[src/rtl/i2c_write_sequencer_if.sv]
// Host, payload-stream and bit-engine signals of the I2C write sequencer.
// master: the sequencer itself; slave: the surrounding host plus bit engine.
interface i2c_write_sequencer_if #(
    parameter int LEN_W = 8
);
    logic             req_vld;
    logic             req_ready;
    logic [6:0]       req_addr;
    logic [LEN_W-1:0] req_len;
    logic             abort;
    logic [7:0]       wr_data;
    logic             wr_vld;
    logic             wr_ready;
    logic [2:0]       cmd;
    logic             cmd_vld;
    logic             cmd_ready;
    logic             sda_i;
    logic             busy;
    logic             done;
    logic             nack;
    logic [LEN_W-1:0] sent_cnt;

    modport master (
        input  req_vld, req_addr, req_len, abort, wr_data, wr_vld, cmd_ready, sda_i,
        output req_ready, wr_ready, cmd, cmd_vld, busy, done, nack, sent_cnt
    );

    modport slave (
        output req_vld, req_addr, req_len, abort, wr_data, wr_vld, cmd_ready, sda_i,
        input  req_ready, wr_ready, cmd, cmd_vld, busy, done, nack, sent_cnt
    );
endinterface

[src/rtl/i2c_write_sequencer.sv]
// Expands one I2C write transaction into START / address / data / ACK / STOP bit-engine commands.
// Define I2C_ACK_CHECK_EN to sample SDA in each ACK slot and stop on NACK.
module i2c_write_sequencer #(
    parameter int LEN_W = 8
) (
    input logic                   clock,
    input logic                   rst_n,
    i2c_write_sequencer_if.master bus
);
    localparam logic [2:0] CMD_START = 3'd1;
    localparam logic [2:0] CMD_ONE   = 3'd2;
    localparam logic [2:0] CMD_ZERO  = 3'd3;
    localparam logic [2:0] CMD_STOP  = 3'd4;

    typedef enum logic [3:0] {
        IDLE, START, ADDR, AACK, FETCH, DATA, DACK, STOP, DONE
    } state_t;

    state_t           state, state_n;
    logic [6:0]       addr_q;
    logic [LEN_W-1:0] len_q;
    logic [7:0]       shift_q;
    logic [2:0]       bit_cnt;
    logic             issued;
    logic             in_flight;
    logic             abort_pend;

    logic             xfer, complete, abort_now, ack_bad, present;
    logic             cmd_state, accept, take, load_addr, bit_step, cnt_inc, set_nack;
    logic [2:0]       cmd_code;
    logic [LEN_W:0]   cnt_next;

    // A bit is finished once the engine has dropped cmd_ready after the transfer and raised it again.
    assign xfer      = bus.cmd_vld && bus.cmd_ready;
    assign complete  = in_flight && !issued && bus.cmd_ready;
    assign abort_now = abort_pend || (bus.abort && state != IDLE);
    assign cnt_next  = {1'b0, bus.sent_cnt} + {{LEN_W{1'b0}}, 1'b1};
    assign present   = cmd_state && !bus.cmd_vld && !in_flight;

`ifdef I2C_ACK_CHECK_EN
    assign ack_bad = bus.sda_i;
`else
    logic unused_sda;
    assign unused_sda = bus.sda_i;
    assign ack_bad    = 1'b0;
`endif

    always_comb begin
        state_n   = state;
        accept    = 1'b0;
        take      = 1'b0;
        load_addr = 1'b0;
        bit_step  = 1'b0;
        cnt_inc   = 1'b0;
        set_nack  = 1'b0;
        cmd_state = 1'b0;
        cmd_code  = CMD_ONE;
        case (state)
            IDLE: begin
                if (bus.req_vld) begin
                    accept  = 1'b1;
                    state_n = START;
                end
            end
            START: begin
                cmd_state = 1'b1;
                cmd_code  = CMD_START;
                if (complete) begin
                    if (abort_now) begin
                        state_n = STOP;
                    end else begin
                        load_addr = 1'b1;
                        state_n   = ADDR;
                    end
                end
            end
            ADDR, DATA: begin
                cmd_state = 1'b1;
                cmd_code  = shift_q[7] ? CMD_ONE : CMD_ZERO;
                if (complete) begin
                    bit_step = 1'b1;
                    if (abort_now) begin
                        state_n = STOP;
                    end else if (bit_cnt == 3'd7) begin
                        state_n = (state == ADDR) ? AACK : DACK;
                    end
                end
            end
            AACK: begin
                cmd_state = 1'b1;
                if (complete) begin
                    if (ack_bad) begin
                        set_nack = 1'b1;
                        state_n  = STOP;
                    end else if (abort_now || len_q == '0) begin
                        state_n = STOP;
                    end else begin
                        state_n = FETCH;
                    end
                end
            end
            FETCH: begin
                if (abort_now) begin
                    state_n = STOP;
                end else if (bus.wr_vld) begin
                    take    = 1'b1;
                    state_n = DATA;
                end
            end
            DACK: begin
                cmd_state = 1'b1;
                if (complete) begin
                    if (ack_bad) begin
                        set_nack = 1'b1;
                        state_n  = STOP;
                    end else begin
                        cnt_inc = 1'b1;
                        if (!abort_now && cnt_next < {1'b0, len_q}) state_n = FETCH;
                        else                                        state_n = STOP;
                    end
                end
            end
            STOP: begin
                cmd_state = 1'b1;
                cmd_code  = CMD_STOP;
                if (complete) state_n = DONE;
            end
            DONE:    state_n = IDLE;
            default: state_n = IDLE;
        endcase
    end

    always_ff @(posedge clock or negedge rst_n) begin
        if (!rst_n) begin
            state         <= IDLE;
            bus.req_ready <= 1'b1;
            bus.wr_ready  <= 1'b0;
            bus.cmd       <= '0;
            bus.cmd_vld   <= 1'b0;
            bus.busy      <= 1'b0;
            bus.done      <= 1'b0;
            bus.nack      <= 1'b0;
            bus.sent_cnt  <= '0;
            addr_q        <= '0;
            len_q         <= '0;
            shift_q       <= '0;
            bit_cnt       <= '0;
            issued        <= 1'b0;
            in_flight     <= 1'b0;
            abort_pend    <= 1'b0;
        end else begin
            state         <= state_n;
            bus.req_ready <= (state_n == IDLE);
            bus.busy      <= (state_n != IDLE) && (state_n != DONE);
            bus.done      <= (state_n == DONE);
            bus.wr_ready  <= take;

            if (accept) begin
                addr_q       <= bus.req_addr;
                len_q        <= bus.req_len;
                bus.sent_cnt <= '0;
                bus.nack     <= 1'b0;
            end else if (set_nack) begin
                bus.nack <= 1'b1;
            end
            if (cnt_inc) bus.sent_cnt <= cnt_next[LEN_W-1:0];

            if (accept || state == DONE) abort_pend <= 1'b0;
            else if (abort_now)          abort_pend <= 1'b1;

            if (xfer) begin
                bus.cmd_vld <= 1'b0;
                issued      <= 1'b1;
                in_flight   <= 1'b1;
            end else begin
                if (present) begin
                    bus.cmd_vld <= 1'b1;
                    bus.cmd     <= cmd_code;
                end
                if (issued && !bus.cmd_ready) issued <= 1'b0;
                if (complete) in_flight <= 1'b0;
            end

            // Bits leave MSB first; the counter marks the eighth bit of the byte.
            if (load_addr) begin
                shift_q <= {addr_q, 1'b0};
                bit_cnt <= '0;
            end else if (take) begin
                shift_q <= bus.wr_data;
                bit_cnt <= '0;
            end else if (bit_step) begin
                shift_q <= {shift_q[6:0], 1'b0};
                bit_cnt <= bit_cnt + 3'd1;
            end
        end
    end
endmodule

[src/flat_wrapper.sv]
// flat-port wrapper written by rule: the top's interface ports become plain ports
module i2c_write_sequencer_flat 
#(
    parameter int LEN_W = 8
)
  (clock, rst_n, bus_req_vld, bus_req_addr, bus_req_len, bus_abort, bus_wr_data, bus_wr_vld, bus_cmd_ready, bus_sda_i, bus_req_ready, bus_wr_ready, bus_cmd, bus_cmd_vld, bus_busy, bus_done, bus_nack, bus_sent_cnt);
  i2c_write_sequencer_if #(.LEN_W(LEN_W)) bus_i ();
  input logic clock;
  input logic rst_n;
  input wire logic [$bits(bus_i.req_vld)-1:0] bus_req_vld;
  input wire logic [$bits(bus_i.req_addr)-1:0] bus_req_addr;
  input wire logic [$bits(bus_i.req_len)-1:0] bus_req_len;
  input wire logic [$bits(bus_i.abort)-1:0] bus_abort;
  input wire logic [$bits(bus_i.wr_data)-1:0] bus_wr_data;
  input wire logic [$bits(bus_i.wr_vld)-1:0] bus_wr_vld;
  input wire logic [$bits(bus_i.cmd_ready)-1:0] bus_cmd_ready;
  input wire logic [$bits(bus_i.sda_i)-1:0] bus_sda_i;
  output wire logic [$bits(bus_i.req_ready)-1:0] bus_req_ready;
  output wire logic [$bits(bus_i.wr_ready)-1:0] bus_wr_ready;
  output wire logic [$bits(bus_i.cmd)-1:0] bus_cmd;
  output wire logic [$bits(bus_i.cmd_vld)-1:0] bus_cmd_vld;
  output wire logic [$bits(bus_i.busy)-1:0] bus_busy;
  output wire logic [$bits(bus_i.done)-1:0] bus_done;
  output wire logic [$bits(bus_i.nack)-1:0] bus_nack;
  output wire logic [$bits(bus_i.sent_cnt)-1:0] bus_sent_cnt;
  assign bus_i.req_vld = bus_req_vld;
  assign bus_i.req_addr = bus_req_addr;
  assign bus_i.req_len = bus_req_len;
  assign bus_i.abort = bus_abort;
  assign bus_i.wr_data = bus_wr_data;
  assign bus_i.wr_vld = bus_wr_vld;
  assign bus_i.cmd_ready = bus_cmd_ready;
  assign bus_i.sda_i = bus_sda_i;
  assign bus_req_ready = bus_i.req_ready;
  assign bus_wr_ready = bus_i.wr_ready;
  assign bus_cmd = bus_i.cmd;
  assign bus_cmd_vld = bus_i.cmd_vld;
  assign bus_busy = bus_i.busy;
  assign bus_done = bus_i.done;
  assign bus_nack = bus_i.nack;
  assign bus_sent_cnt = bus_i.sent_cnt;
  i2c_write_sequencer #(.LEN_W(LEN_W)) u_core (.clock(clock), .rst_n(rst_n), .bus(bus_i));
endmodule
[config.mk]
export PLATFORM = sky130hd
export DESIGN_NAME = i2c_write_sequencer_flat
export DESIGN_NICKNAME = d
export VERILOG_FILES = /design/src/rtl/i2c_write_sequencer_if.sv /design/src/rtl/i2c_write_sequencer.sv /design/src/flat_wrapper.sv
export SDC_FILE = /design/constraint.sdc
export NUM_CORES = 1
export LEC_CHECK = 0
export ABC_AREA = 1
export CAP_MARGIN = 10
export CORE_MARGIN = 2
export CORE_UTILIZATION = 25
export CTS_BUF_LIST = sky130_fd_sc_hd__clkbuf_8
export CTS_CLUSTER_DIAMETER = 150
export DETAILED_ROUTE_END_ITERATION = 12
export GPL_TIMING_DRIVEN = 0
export PLACE_DENSITY_LB_ADDON = 0.12
export SYNTH_ARGS = -nofsm -noshare
export SYNTH_HDL_FRONTEND = slang
export SYNTH_SLANG_ARGS = --single-unit
[constraint.sdc]
create_clock -name clock -period 3.3 [get_ports clock]
set_clock_uncertainty 0.15 [all_clocks]
set_input_delay 0.99 -clock clock [delete_from_list [all_inputs] [get_ports clock]]
set_output_delay 0.99 -clock clock [all_outputs]
set_load 0.02 [all_outputs]
# After elaboration in Yosys (flattened, before gate mapping)
# Index checks and enable logic that the tools add are counted.
[totals] register_bits=50 inputBits=30 output_inout_bits=17 elab_cells=108
[classes] addsub=2 magnitude_cmp=1 n_eq_ne=11 muxes=46 bitwise_logic=1 reduce_logical=31
[ops] operator="4-bit 2-to-1 mux" n=10
[ops] operator="8-bit 2-to-1 mux" n=5
[ops] operator="4-bit case mux with 7 select lines" n=1
[ops] operator="1-bit 2-to-1 mux" n=22
[ops] operator="4-bit by 3-bit equality test with 1-bit output (second input constant)" n=4
[ops] operator="3-bit 2-to-1 mux" n=5
[ops] operator="2-bit nonzero test" n=5
[ops] operator="8-bit by 1-bit adder with 9-bit output (second input constant)" n=1
[ops] operator="1-bit logical AND" n=9
[ops] operator="9-bit by 8-bit less-than comparator with 1-bit output" n=1
[ops] operator="3-bit case mux with 3 select lines" n=1
[ops] operator="4-bit by 2-bit equality test with 1-bit output (second input constant)" n=2
[ops] operator="4-bit equality test (second input constant)" n=2
[ops] operator="4-bit zero test" n=2
[ops] operator="8-bit zero test" n=1
[ops] operator="4-bit nonzero test" n=2
[ops] operator="6-bit OR reduction" n=1
[ops] operator="1-bit zero test" n=5
[ops] operator="4-bit by 1-bit equality test with 1-bit output (second input constant)" n=1
[ops] operator="2-bit 2-to-1 mux" n=2
[ops] operator="4-bit inequality test (second input constant)" n=1
[ops] operator="3-bit by 1-bit adder with 3-bit output (second input constant)" n=1
[ops] operator="3-bit equality test (second input constant)" n=1
[ops] operator="1-bit logical OR" n=3
[ops] operator="4 further kinds" n=4

# Longest topological paths before layout
# Gate-level depths: netlist of run 1.
[logic_depth] depth_word=10 mapped_depth=20

# Worst setup path before layout of run 1
# OpenSTA, ideal clock, no wires.
[synth_path] kind="register to register" start="register u_core.bus.sent_cnt[0]" end="register u_core.bus.busy" setup_ps=119 t_arrival_ps=2224 slack_ps=807 stages_incl_launch_ff=21 path_buffers=0 synth_period_minus_slack_ps=2493 path_cell_list="dfrtp_1 > ha_1 > nand2_1 > nor2_1 > xor2_1 > inv_1 > ha_1 > nand2_1 > inv_1 > nand2_1 > nand3_1 > nand2_1 > nand2_1 > nand2_1 > nand2_1 > nand2_1 > nand2_1 > nand2_1 > nand2_2 > nor2_1 > nand2_1"
[synth_between] elab_chain_cells=8 word_cells_on_any_way=9 cone_classes="add/sub: 1; order compare: 1; eq/ne: 1; mux: 3; reduce/logical: 3"
[synth_rtl] element="from (decl)" line="i2c_write_sequencer_if.sv:25" text="output req_ready, wr_ready, cmd, cmd_vld, busy, done, nack, sent_cnt"
[synth_rtl] element="from (signal assigned)" line="i2c_write_sequencer.sv:166" text="if (cnt_inc) bus.sent_cnt <= cnt_next[LEN_W-1:0];"
[synth_rtl] element="8-bit by 1-bit adder with 9-bit output (*)" line="i2c_write_sequencer.sv:37" text="assign cnt_next = {1'b0, bus.sent_cnt} + {{LEN_W{1'b0}}, 1'b1};"
[synth_rtl] element="9-bit by 8-bit less-than comparator with 1-bit output (*)" line="i2c_write_sequencer.sv:118" text="if (!abort_now && cnt_next < {1'b0, len_q}) state_n = FETCH;"
[synth_rtl] element="1-bit logical AND (*)" line="i2c_write_sequencer.sv:118"
[synth_rtl] element="2-bit 2-to-1 mux (*)" line="i2c_write_sequencer.sv:118"
[synth_rtl] element="4-bit 2-to-1 mux (*)" line="i2c_write_sequencer.sv:112" text="if (complete) begin"
[synth_rtl] element="4-bit case mux with 7 select lines (*)" line="i2c_write_sequencer.sv:58" text="case (state)"
[synth_rtl] element="named net u_core.state_n[0]" line="i2c_write_sequencer.sv:19" text="state_t state, state_n;"
[synth_rtl] element="4-bit inequality test or 4-bit nonzero test (tied branches)" line="i2c_write_sequencer.sv:154" text="bus.busy <= (state_n != IDLE) && (state_n != DONE);"
[synth_rtl] element="1-bit logical AND (*)" line="i2c_write_sequencer.sv:154"
[synth_rtl] element="to (signal assigned)" line="i2c_write_sequencer.sv:154"
[synth_rtl] element="to (decl)" line="i2c_write_sequencer_if.sv:25"
# Mark *: on every way through the listed nets, which the timed path passes. The rest lies on a longest branch.
# A chain may end at the register's enable or synchronous reset.

# Worst setup path after layout of run 1
# Same ends and word-level chain as after synthesis.

==> results of run 1 <==
## registers in the layout, summed over array words and instances, names as in the netlist, 3 cells and up
name                 count
u_core.bus.sent_cnt      8
u_core.len_q             8
u_core.shift_q           8
u_core.addr_q            7
u_core.state             4
u_core.bit_cnt           3
u_core.bus.cmd           3
## worst max path at each step
stage	start	to	slack, ns	cells past startpoint
floorplan	u_core.bus.sent_cnt[0]$_DFFE_PN0P_	u_core.bus.busy$_DFF_PN0_	0.81	20
global placement	rst_n	u_core.bus.cmd[2]$_DFFE_PN0P_	-0.58	1
detailed placement	bus_cmd_ready	u_core.bus.busy$_DFF_PN0_	0.36	11
CTS	u_core.bus.sent_cnt[0]$_DFFE_PN0P_	u_core.bus.busy$_DFF_PN0_	0.64	18
global route	u_core.bus.sent_cnt[0]$_DFFE_PN0P_	u_core.bus.busy$_DFF_PN0_	0.36	20
finish	u_core.bus.sent_cnt[0]$_DFFE_PN0P_	u_core.bus.busy$_DFF_PN0_	0.67	20
## critical path, stage by stage (launching register included)
cell and delay, ns:
sky130_fd_sc_hd__dfrtp_1 0.45, sky130_fd_sc_hd__ha_1 0.22, sky130_fd_sc_hd__nand2_1 0.06, sky130_fd_sc_hd__nor2_1 0.20, sky130_fd_sc_hd__xor2_1 0.21, sky130_fd_sc_hd__inv_1 0.07, sky130_fd_sc_hd__ha_1 0.29, sky130_fd_sc_hd__nand2_1 0.09
sky130_fd_sc_hd__inv_1 0.04, sky130_fd_sc_hd__nand2_1 0.06, sky130_fd_sc_hd__nand3_1 0.07, sky130_fd_sc_hd__nand2_1 0.06, sky130_fd_sc_hd__nand2_1 0.04, sky130_fd_sc_hd__nand2_1 0.05, sky130_fd_sc_hd__nand2_1 0.05, sky130_fd_sc_hd__nand2_1 0.08
sky130_fd_sc_hd__nand2_1 0.06, sky130_fd_sc_hd__nand2_1 0.07, sky130_fd_sc_hd__nand2_2 0.07, sky130_fd_sc_hd__nor2_1 0.08, sky130_fd_sc_hd__nand2_1 0.05
## cell families (layout without fill, tap and decap cells)
logic type	after synthesis	after routing	synth area share (%)
flops	49	49	46.6
compound gates	53	53	12.8
mux	1	1	0.380
other cells	1	1	0.142
xor+xnor	4	4	1.33
fa+ha+maj	10	10	4.75
simple gates	146	146	26.8
buf+inv	44	97	7.13
## cells in the mapped netlist, drive strengths merged (2+ instances only)
cell type / count / area [µm²]
nand2: 92 / 375
a22o: 3 / 26.3
o21ai: 30 / 161
nand3b: 2 / 15.0
dfrtp: 48 / 1200
or2: 2 / 12.5
inv: 38 / 145
a32o: 3 / 30.0
nand3: 21 / 133
ha: 10 / 125
nor3: 3 / 20.0
a21oi: 5 / 25.0
o22ai: 3 / 18.8
xor2: 4 / 35.0
buf: 4 / 35.0
o211ai: 2 / 20.0
o21a: 2 / 15.0
nor2: 21 / 113
clkbuf: 2 / 7.51
nand4: 3 / 25.0
## power by group through the flow
stage          registers [mW]  clock network (mW)  logic, mW
2_1_floorplan            1.06                   0      0.868
3_3_place_gp             1.03                   0       1.30
3_5_place_dp             1.02                   0       1.31
4_1_cts                  1.02               0.480       1.32
5_1_grt                  1.05               0.502       1.49
6_report                 1.02               0.461       1.30
## through the flow
| stage | setup WS, ns | std cells | hold WS [ns] |
|---|---|---|---|
| after floorplan | 0.807 | 308 | 0.299 |
| after global placement | -0.582 | 488 | 0.318 |
| after detailed placement | 0.355 | 489 | 0.320 |
| after CTS | 0.642 | 497 | 0.346 |
| after global routing | 0.364 | 497 | 0.378 |
| final | 0.670 | 497 | 0.339 |
## routing by layer
layer,share of wire [%],vias up,GRT usage (%)
li1,-,1115,-
met1,53,967,17.0
met2,43,40,18.4
met3,3.4,4,2.74
met4,1.2,0,3.99
met5,0,-,0
## area by class of cell
| cell class | count | share of cell area (%) |
|---|---|---|
| Inverter | 38 | 4.29 |
| Clock buffer | 6 | 2.44 |
| Timing Repair Buffer | 45 | 13.5 |
| Sequential cell | 49 | 36.3 |
| Tap cell | 136 | 5.04 |
| Clock inverter | 2 | 1.11 |
| Multi-Input combinational cell | 215 | 36.1 |
| Buffer | 6 | 1.26 |
==> impl_metrics.xml, run 1 <==
<?xml version="1.0" encoding="UTF-8"?>
<metrics>
  <group name="status">
    <metric name="run_status" unit="">complete, no violations</metric>
  </group>
  <group name="layout">
    <metric name="syn_to_final_growth" unit="%">28.3</metric>
    <metric name="multi_input_gate_area" unit="µm²">1220</metric>
    <metric name="layout_commonest_cell" unit="">sky130_fd_sc_hd__nand2_1</metric>
    <metric name="regArea" unit="µm²">1230</metric>
    <metric name="final_net_count" unit="">400</metric>
    <metric name="most_frequent_cells_in_the_layout" unit="">86 x sky130_fd_sc_hd__nand2_1, 48 x sky130_fd_sc_hd__dfrtp_1, 43 x sky130_fd_sc_hd__clkdlybuf4s50_1, 32 x sky130_fd_sc_hd__inv_1, 18 x sky130_fd_sc_hd__o21ai_0</metric>
    <metric name="drive_above_1_share" unit="%">12.7</metric>
    <metric name="fill_cells" unit="">1105</metric>
    <metric name="finish.instance_area" unit="µm²">3380</metric>
    <metric name="post-route-util" unit="%">32.9</metric>
    <metric name="antenna_cells" unit="">0</metric>
  </group>
  <group name="clock_tree">
    <metric name="clk_root_buffer_cell" unit="">sky130_fd_sc_hd__clkbuf_8</metric>
    <metric name="ctsHtreeMaxLevel" unit="">2</metric>
    <metric name="cts.reportedPaths.clkPinSlew" unit="ns">0.10</metric>
    <metric name="cts_sinks" unit="">49</metric>
    <metric name="clock_insertion_delay_worst_skew" unit="ns">0.31</metric>
    <metric name="clock_tree_from_tritoncts" unit="">built</metric>
    <metric name="post_cts_buffers" unit="">0</metric>
    <metric name="tritoncts_buffers" unit="">5</metric>
    <metric name="postCtsResizedCells" unit="">0</metric>
    <metric name="clock_tree.buffer_depth" unit="">2</metric>
    <metric name="number_of_hold_repair_buffers_added_at_the_cts_stage" unit="">0</metric>
  </group>
  <group name="setup_path">
    <metric name="critical_path.max_fanout" unit="">6</metric>
    <metric name="end_of_the_worst_register_to_register_path" unit="">u_core.bus.busy$_DFF_PN0_</metric>
    <metric name="worst-r2r-cell-count" unit="">20</metric>
    <metric name="cp_arrival" unit="ns">2.69</metric>
    <metric name="crit_type" unit="">flip-flop to flip-flop</metric>
    <metric name="start_kind" unit="">flip-flop</metric>
    <metric name="r2r_slack" unit="ns">0.67</metric>
    <metric name="critPathCaptureType" unit="">flip-flop</metric>
    <metric name="critPathRequiredTime" unit="ns">3.36</metric>
    <metric name="timing.rr.start" unit="">u_core.bus.sent_cnt[0]$_DFFE_PN0P_</metric>
  </group>
  <group name="grt">
    <metric name="overflow" unit="">0</metric>
    <metric name="first_global_vias" unit="">2160</metric>
    <metric name="antenna_found_initial" unit="">0</metric>
    <metric name="groute.usage.overall" unit="%">12.1</metric>
    <metric name="maximum_number_of_pins_on_one_net_before_global_route_repair" unit="">38</metric>
    <metric name="wire_length_of_the_first_global_routing_pass" unit="µm">10900</metric>
  </group>
  <group name="placement">
    <metric name="gp_congestion" unit="">0.819</metric>
    <metric name="dpl.hpwl" unit="µm">4800</metric>
    <metric name="io_buffers" unit="">44</metric>
    <metric name="placed_cell_area" unit="µm²">3260</metric>
  </group>
  <group name="route">
    <metric name="drt_first_pass_iters" unit="">4</metric>
    <metric name="routed-via-count" unit="">2126</metric>
    <metric name="wl_per_cell" unit="µm">13.1</metric>
    <metric name="detail_route.vias_per_cell" unit="">4.28</metric>
    <metric name="drt-initial-drc-count" unit="">120</metric>
    <metric name="ant_nets" unit="">0</metric>
    <metric name="drcViolationCount" unit="">0</metric>
    <metric name="drt-total-wl" unit="µm">6520</metric>
  </group>
  <group name="synth">
    <metric name="syn_inst" unit="">308</metric>
    <metric name="number_of_synthesized_flops_with_an_enable_pin" unit="">0</metric>
    <metric name="synth_fp_nets" unit="">348</metric>
    <metric name="ys_seq_area_share" unit="%">46.6</metric>
    <metric name="synth_cell_types" unit="">47</metric>
    <metric name="syn_area" unit="µm²">2630</metric>
    <metric name="synth-warning-count" unit="">0</metric>
    <metric name="synth-seq-cells" unit="">49</metric>
    <metric name="async_reset_ff_share" unit="%">100</metric>
    <metric name="synth_area_per_cell" unit="µm²">8.55</metric>
    <metric name="synth_top_flop_cell" unit="">sky130_fd_sc_hd__dfrtp_1</metric>
  </group>
  <group name="die">
    <metric name="die_height" unit="µm">107</metric>
    <metric name="die_area" unit="µm²">11400</metric>
    <metric name="pin_count" unit="">47</metric>
    <metric name="core_area" unit="µm²">10300</metric>
    <metric name="num_rows" unit="">37</metric>
    <metric name="initial_core_util" unit="%">25.6</metric>
    <metric name="dieWidth" unit="µm">107</metric>
  </group>
  <group name="pwr">
    <metric name="worst_ir_drop_vdd" unit="µV">251</metric>
    <metric name="p_switching" unit="mW">1.15</metric>
    <metric name="powerDensity" unit="nW/µm²">821</metric>
    <metric name="leakagePower" unit="nW">1.61</metric>
    <metric name="share_clk_of_total_power" unit="%">16.6</metric>
    <metric name="design_power_total" unit="mW">2.77</metric>
    <metric name="power_report.internal_total" unit="mW">1.62</metric>
    <metric name="sw_frac_of_total" unit="%">41.6</metric>
    <metric name="pwr-share-comb" unit="%">46.8</metric>
    <metric name="seq_power_share" unit="%">36.6</metric>
  </group>
  <group name="worst_hold_path">
    <metric name="holdPathStages" unit="">2</metric>
    <metric name="hp-start" unit="">u_core.shift_q[4]$_DFFE_PN0P_</metric>
    <metric name="hold_end" unit="">u_core.shift_q[4]$_DFFE_PN0P_</metric>
    <metric name="hold_path.class" unit="">flip-flop to flip-flop</metric>
  </group>
  <group name="timing">
    <metric name="final-hold-violation-count" unit="">0</metric>
    <metric name="fin_setup_tns" unit="ns">0</metric>
    <metric name="timing.final.crit_share" unit="%">79.7</metric>
    <metric name="rsz0062_at_grt" unit="">no</metric>
    <metric name="setup-violations-final" unit="">0</metric>
    <metric name="maxSlewViolCount" unit="">0</metric>
    <metric name="final_period_minus_worst_setup_slack" unit="ns">2.63</metric>
    <metric name="fmax" unit="MHz">380</metric>
  </group>
  <group name="run">
    <metric name="timing.max_cap.violations" unit="">0</metric>
  </group>
</metrics>
(Power assumes the default switching activity.)
==> run 2: changes to the inputs <==
clock period = 2.4 ns   (was 3.3 ns; I/O delays follow)
==> run 2 against run 1 <==
  * First-iteration DRC count decreased by 32%
  * Sequential power rose by 37%
  * Utilization grew 1.8 points
  * Hold slack worse by 0.11 ns
  * Critical endpoint unchanged
==> impl_metrics.xml, run 2 (same netlist as run 1, synthesis figures left out) <==
<?xml version="1.0" encoding="UTF-8"?>
<metrics>
  <group name="status">
    <metric name="run_status" unit="">complete, no violations</metric>
  </group>
  <group name="setup_path">
    <metric name="timing.rr.start" unit="">u_core.bus.sent_cnt[1]$_DFFE_PN0P_</metric>
    <metric name="timing.critical_path.slowest_stage_cell" unit="">sky130_fd_sc_hd__dfrtp_2</metric>
    <metric name="worst_path_cell_chain" unit="">ha_4 -&gt; nand2_2 -&gt; nor2_4 -&gt; xor2_2 -&gt; inv_2 -&gt; ha_4 -&gt; nand2_2 -&gt; nor2_1 -&gt; nand2_1 -&gt; nand3_1 -&gt; nand2_1 -&gt; nand2_1 -&gt; nand2_1 -&gt; nand2_1 -&gt; nand2_2 -&gt; nand2_2 -&gt; nand2_2 -&gt; nand2_4 -&gt; nor2_2 -&gt; nand2_1</metric>
    <metric name="start_kind" unit="">flip-flop</metric>
    <metric name="critPathRequiredTime" unit="ns">2.50</metric>
    <metric name="critical_path.max_fanout" unit="">4</metric>
    <metric name="critPathCaptureType" unit="">flip-flop</metric>
    <metric name="critical_path.endpoint" unit="">u_core.bus.busy$_DFF_PN0_</metric>
    <metric name="r2r_slack" unit="ns">0.07</metric>
    <metric name="crit_path_max_incr_delay" unit="ns">0.42</metric>
    <metric name="critical_path_s_most_frequent_cell" unit="">sky130_fd_sc_hd__nand2_1</metric>
    <metric name="end_of_the_worst_register_to_register_path" unit="">u_core.bus.busy$_DFF_PN0_</metric>
    <metric name="cp_arrival" unit="ns">2.43</metric>
    <metric name="buffering_stage_count_on_the_worst_path_with_inverters_included" unit="">1</metric>
    <metric name="critical_path.top_delay_family" unit="">simple AND/OR/NAND/NOR gates</metric>
    <metric name="worst-r2r-cell-count" unit="">20</metric>
    <metric name="timing_startpoint_of_the_critical_path" unit="">u_core.bus.sent_cnt[1]$_DFFE_PN0P_</metric>
    <metric name="cell_count_along_the_critical_path" unit="">20</metric>
    <metric name="crit_type" unit="">flip-flop to flip-flop</metric>
  </group>
  <group name="route">
    <metric name="ant_nets" unit="">0</metric>
    <metric name="drt-initial-drc-count" unit="">82</metric>
    <metric name="drcViolationCount" unit="">0</metric>
    <metric name="wl_per_cell" unit="µm">13.1</metric>
    <metric name="detail_route.vias_per_cell" unit="">4.40</metric>
    <metric name="drt_first_pass_iters" unit="">4</metric>
    <metric name="routed-via-count" unit="">2247</metric>
    <metric name="drt-total-wl" unit="µm">6710</metric>
  </group>
  <group name="clock_tree">
    <metric name="cts.reportedPaths.clkPinSlew" unit="ns">0.10</metric>
    <metric name="clock_tree_from_tritoncts" unit="">built</metric>
    <metric name="clock_insertion_delay_worst_skew" unit="ns">0.31</metric>
    <metric name="ctsHtreeMaxLevel" unit="">2</metric>
    <metric name="number_of_hold_repair_buffers_added_at_the_cts_stage" unit="">0</metric>
    <metric name="tritoncts_buffers" unit="">5</metric>
    <metric name="cts_sinks" unit="">49</metric>
    <metric name="clk_root_buffer_cell" unit="">sky130_fd_sc_hd__clkbuf_8</metric>
    <metric name="clock_tree.buffer_depth" unit="">2</metric>
  </group>
  <group name="layout">
    <metric name="drive_above_1_share" unit="%">21.3</metric>
    <metric name="antenna_cells" unit="">0</metric>
    <metric name="reg_top3" unit="">u_core.bus.sent_cnt (8), u_core.len_q (8), u_core.shift_q (8)</metric>
    <metric name="final-instance-count-excl-fill" unit="">511</metric>
    <metric name="post-route-util" unit="%">34.6</metric>
    <metric name="syn_to_final_growth" unit="%">35.2</metric>
    <metric name="finish.instance_area" unit="µm²">3560</metric>
    <metric name="final_net_count" unit="">414</metric>
    <metric name="most_frequent_cells_in_the_layout" unit="">81 x sky130_fd_sc_hd__nand2_1, 44 x sky130_fd_sc_hd__dfrtp_1, 43 x sky130_fd_sc_hd__clkdlybuf4s50_1, 32 x sky130_fd_sc_hd__inv_1, 18 x sky130_fd_sc_hd__o21ai_0</metric>
    <metric name="layout_commonest_cell" unit="">sky130_fd_sc_hd__nand2_1</metric>
  </group>
  <group name="grt">
    <metric name="wire_length_of_the_first_global_routing_pass" unit="µm">11200</metric>
    <metric name="antenna_found_initial" unit="">0</metric>
    <metric name="first_global_vias" unit="">2273</metric>
    <metric name="maximum_number_of_pins_on_one_net_before_global_route_repair" unit="">31</metric>
    <metric name="overflow" unit="">0</metric>
    <metric name="groute.usage.overall" unit="%">12.3</metric>
  </group>
  <group name="placement">
    <metric name="io_buffers" unit="">44</metric>
    <metric name="post-place-cells" unit="">489</metric>
    <metric name="placed_cell_area" unit="µm²">3260</metric>
    <metric name="dp_slack" unit="ns">-0.280</metric>
    <metric name="gp_congestion" unit="">0.835</metric>
    <metric name="dpl.hpwl" unit="µm">4870</metric>
  </group>
  <group name="worst_hold_path">
    <metric name="hold_path.class" unit="">input port to async pin</metric>
  </group>
  <group name="timing">
    <metric name="hold-worst-slack" unit="ns">0.225</metric>
    <metric name="max_slew.worst_pin.slew" unit="ns">0.511</metric>
    <metric name="final_period_minus_worst_setup_slack" unit="ns">2.33</metric>
    <metric name="final-hold-violation-count" unit="">0</metric>
    <metric name="fin_setup_tns" unit="ns">0</metric>
    <metric name="slew-limit-headroom" unit="%">65.9</metric>
    <metric name="finalWorstSetupSlack" unit="ns">0.0744</metric>
    <metric name="fmax" unit="MHz">430</metric>
    <metric name="maxSlewViolCount" unit="">0</metric>
    <metric name="timing.final.crit_share" unit="%">96.9</metric>
    <metric name="rsz0062_at_grt" unit="">yes</metric>
    <metric name="setup-violations-final" unit="">0</metric>
  </group>
  <group name="die">
    <metric name="pin_count" unit="">47</metric>
    <metric name="dieWidth" unit="µm">107</metric>
    <metric name="die_height" unit="µm">107</metric>
    <metric name="core_area" unit="µm²">10300</metric>
    <metric name="initial_core_util" unit="%">25.6</metric>
    <metric name="num_rows" unit="">37</metric>
    <metric name="die_area" unit="µm²">11400</metric>
  </group>
  <group name="run">
    <metric name="timing.max_cap.violations" unit="">0</metric>
  </group>
  <group name="pwr">
    <metric name="powerDensity" unit="nW/µm²">1100</metric>
    <metric name="design_power_total" unit="mW">3.90</metric>
    <metric name="worst_ir_drop_vdd" unit="µV">312</metric>
    <metric name="leakagePower" unit="nW">1.66</metric>
  </group>
</metrics>
## run 2: worst register-to-register path, delay by kind of cell (launching register included)
kind          cells  cell delay [ns]
xor+xnor          1             0.18
fa+ha+maj         2             0.42
simple gates     16             1.04
buf+inv           1             0.06
flops             1             0.42
## run 2: metal layers
metal	part of all wire (%)	GRT usage (%)
met2	46	20.0
met3	5.7	2.74
met5	0	0
met1	47	16.5
met4	1.1	3.06
## run 2: how the worst min path moves through the flow
stage,start,to,depth (start not counted)
final,rst_n,u_core.bus.cmd[0]$_DFFE_PN0P_,1
after global routing,rst_n,u_core.bus.cmd[0]$_DFFE_PN0P_,1
after CTS,rst_n,u_core.bus.cmd[2]$_DFFE_PN0P_,1
after detailed placement,u_core.addr_q[6]$_DFFE_PN0P_,u_core.addr_q[6]$_DFFE_PN0P_,2
after global placement,u_core.shift_q[5]$_DFFE_PN0P_,u_core.shift_q[5]$_DFFE_PN0P_,2
after floorplan,rst_n,u_core.abort_pend$_DFFE_PN0P_,0
## run 2: report_power, final
part	leakage [nW]	internal, mW	switching [mW]
clock network	0.0416	0.202	0.297
logic	1.01	0.849	1.16
registers	0.618	1.16	0.233
total	1.66	2.21	1.69
## run 2: what timing repair did
item | CTS | global route
pin swaps | 5 | 3
setup endpoints to repair | 3 | 5
hold endpoints to repair | 0 | 0
gates resized for setup | 7 | 16
buffers inserted | 7 | 7
## run 2: area by class of cell
cell class | count | area (µm²)
fillers | 1098 | 6720
multi-input cells | 215 | 1320
flip-flops and latches | 49 | 1230
repair buffers | 59 | 561
well taps | 136 | 170
inverters | 38 | 145
clock buffers | 5 | 68.8
plain buffers | 6 | 42.5
clock inverters | 3 | 18.8
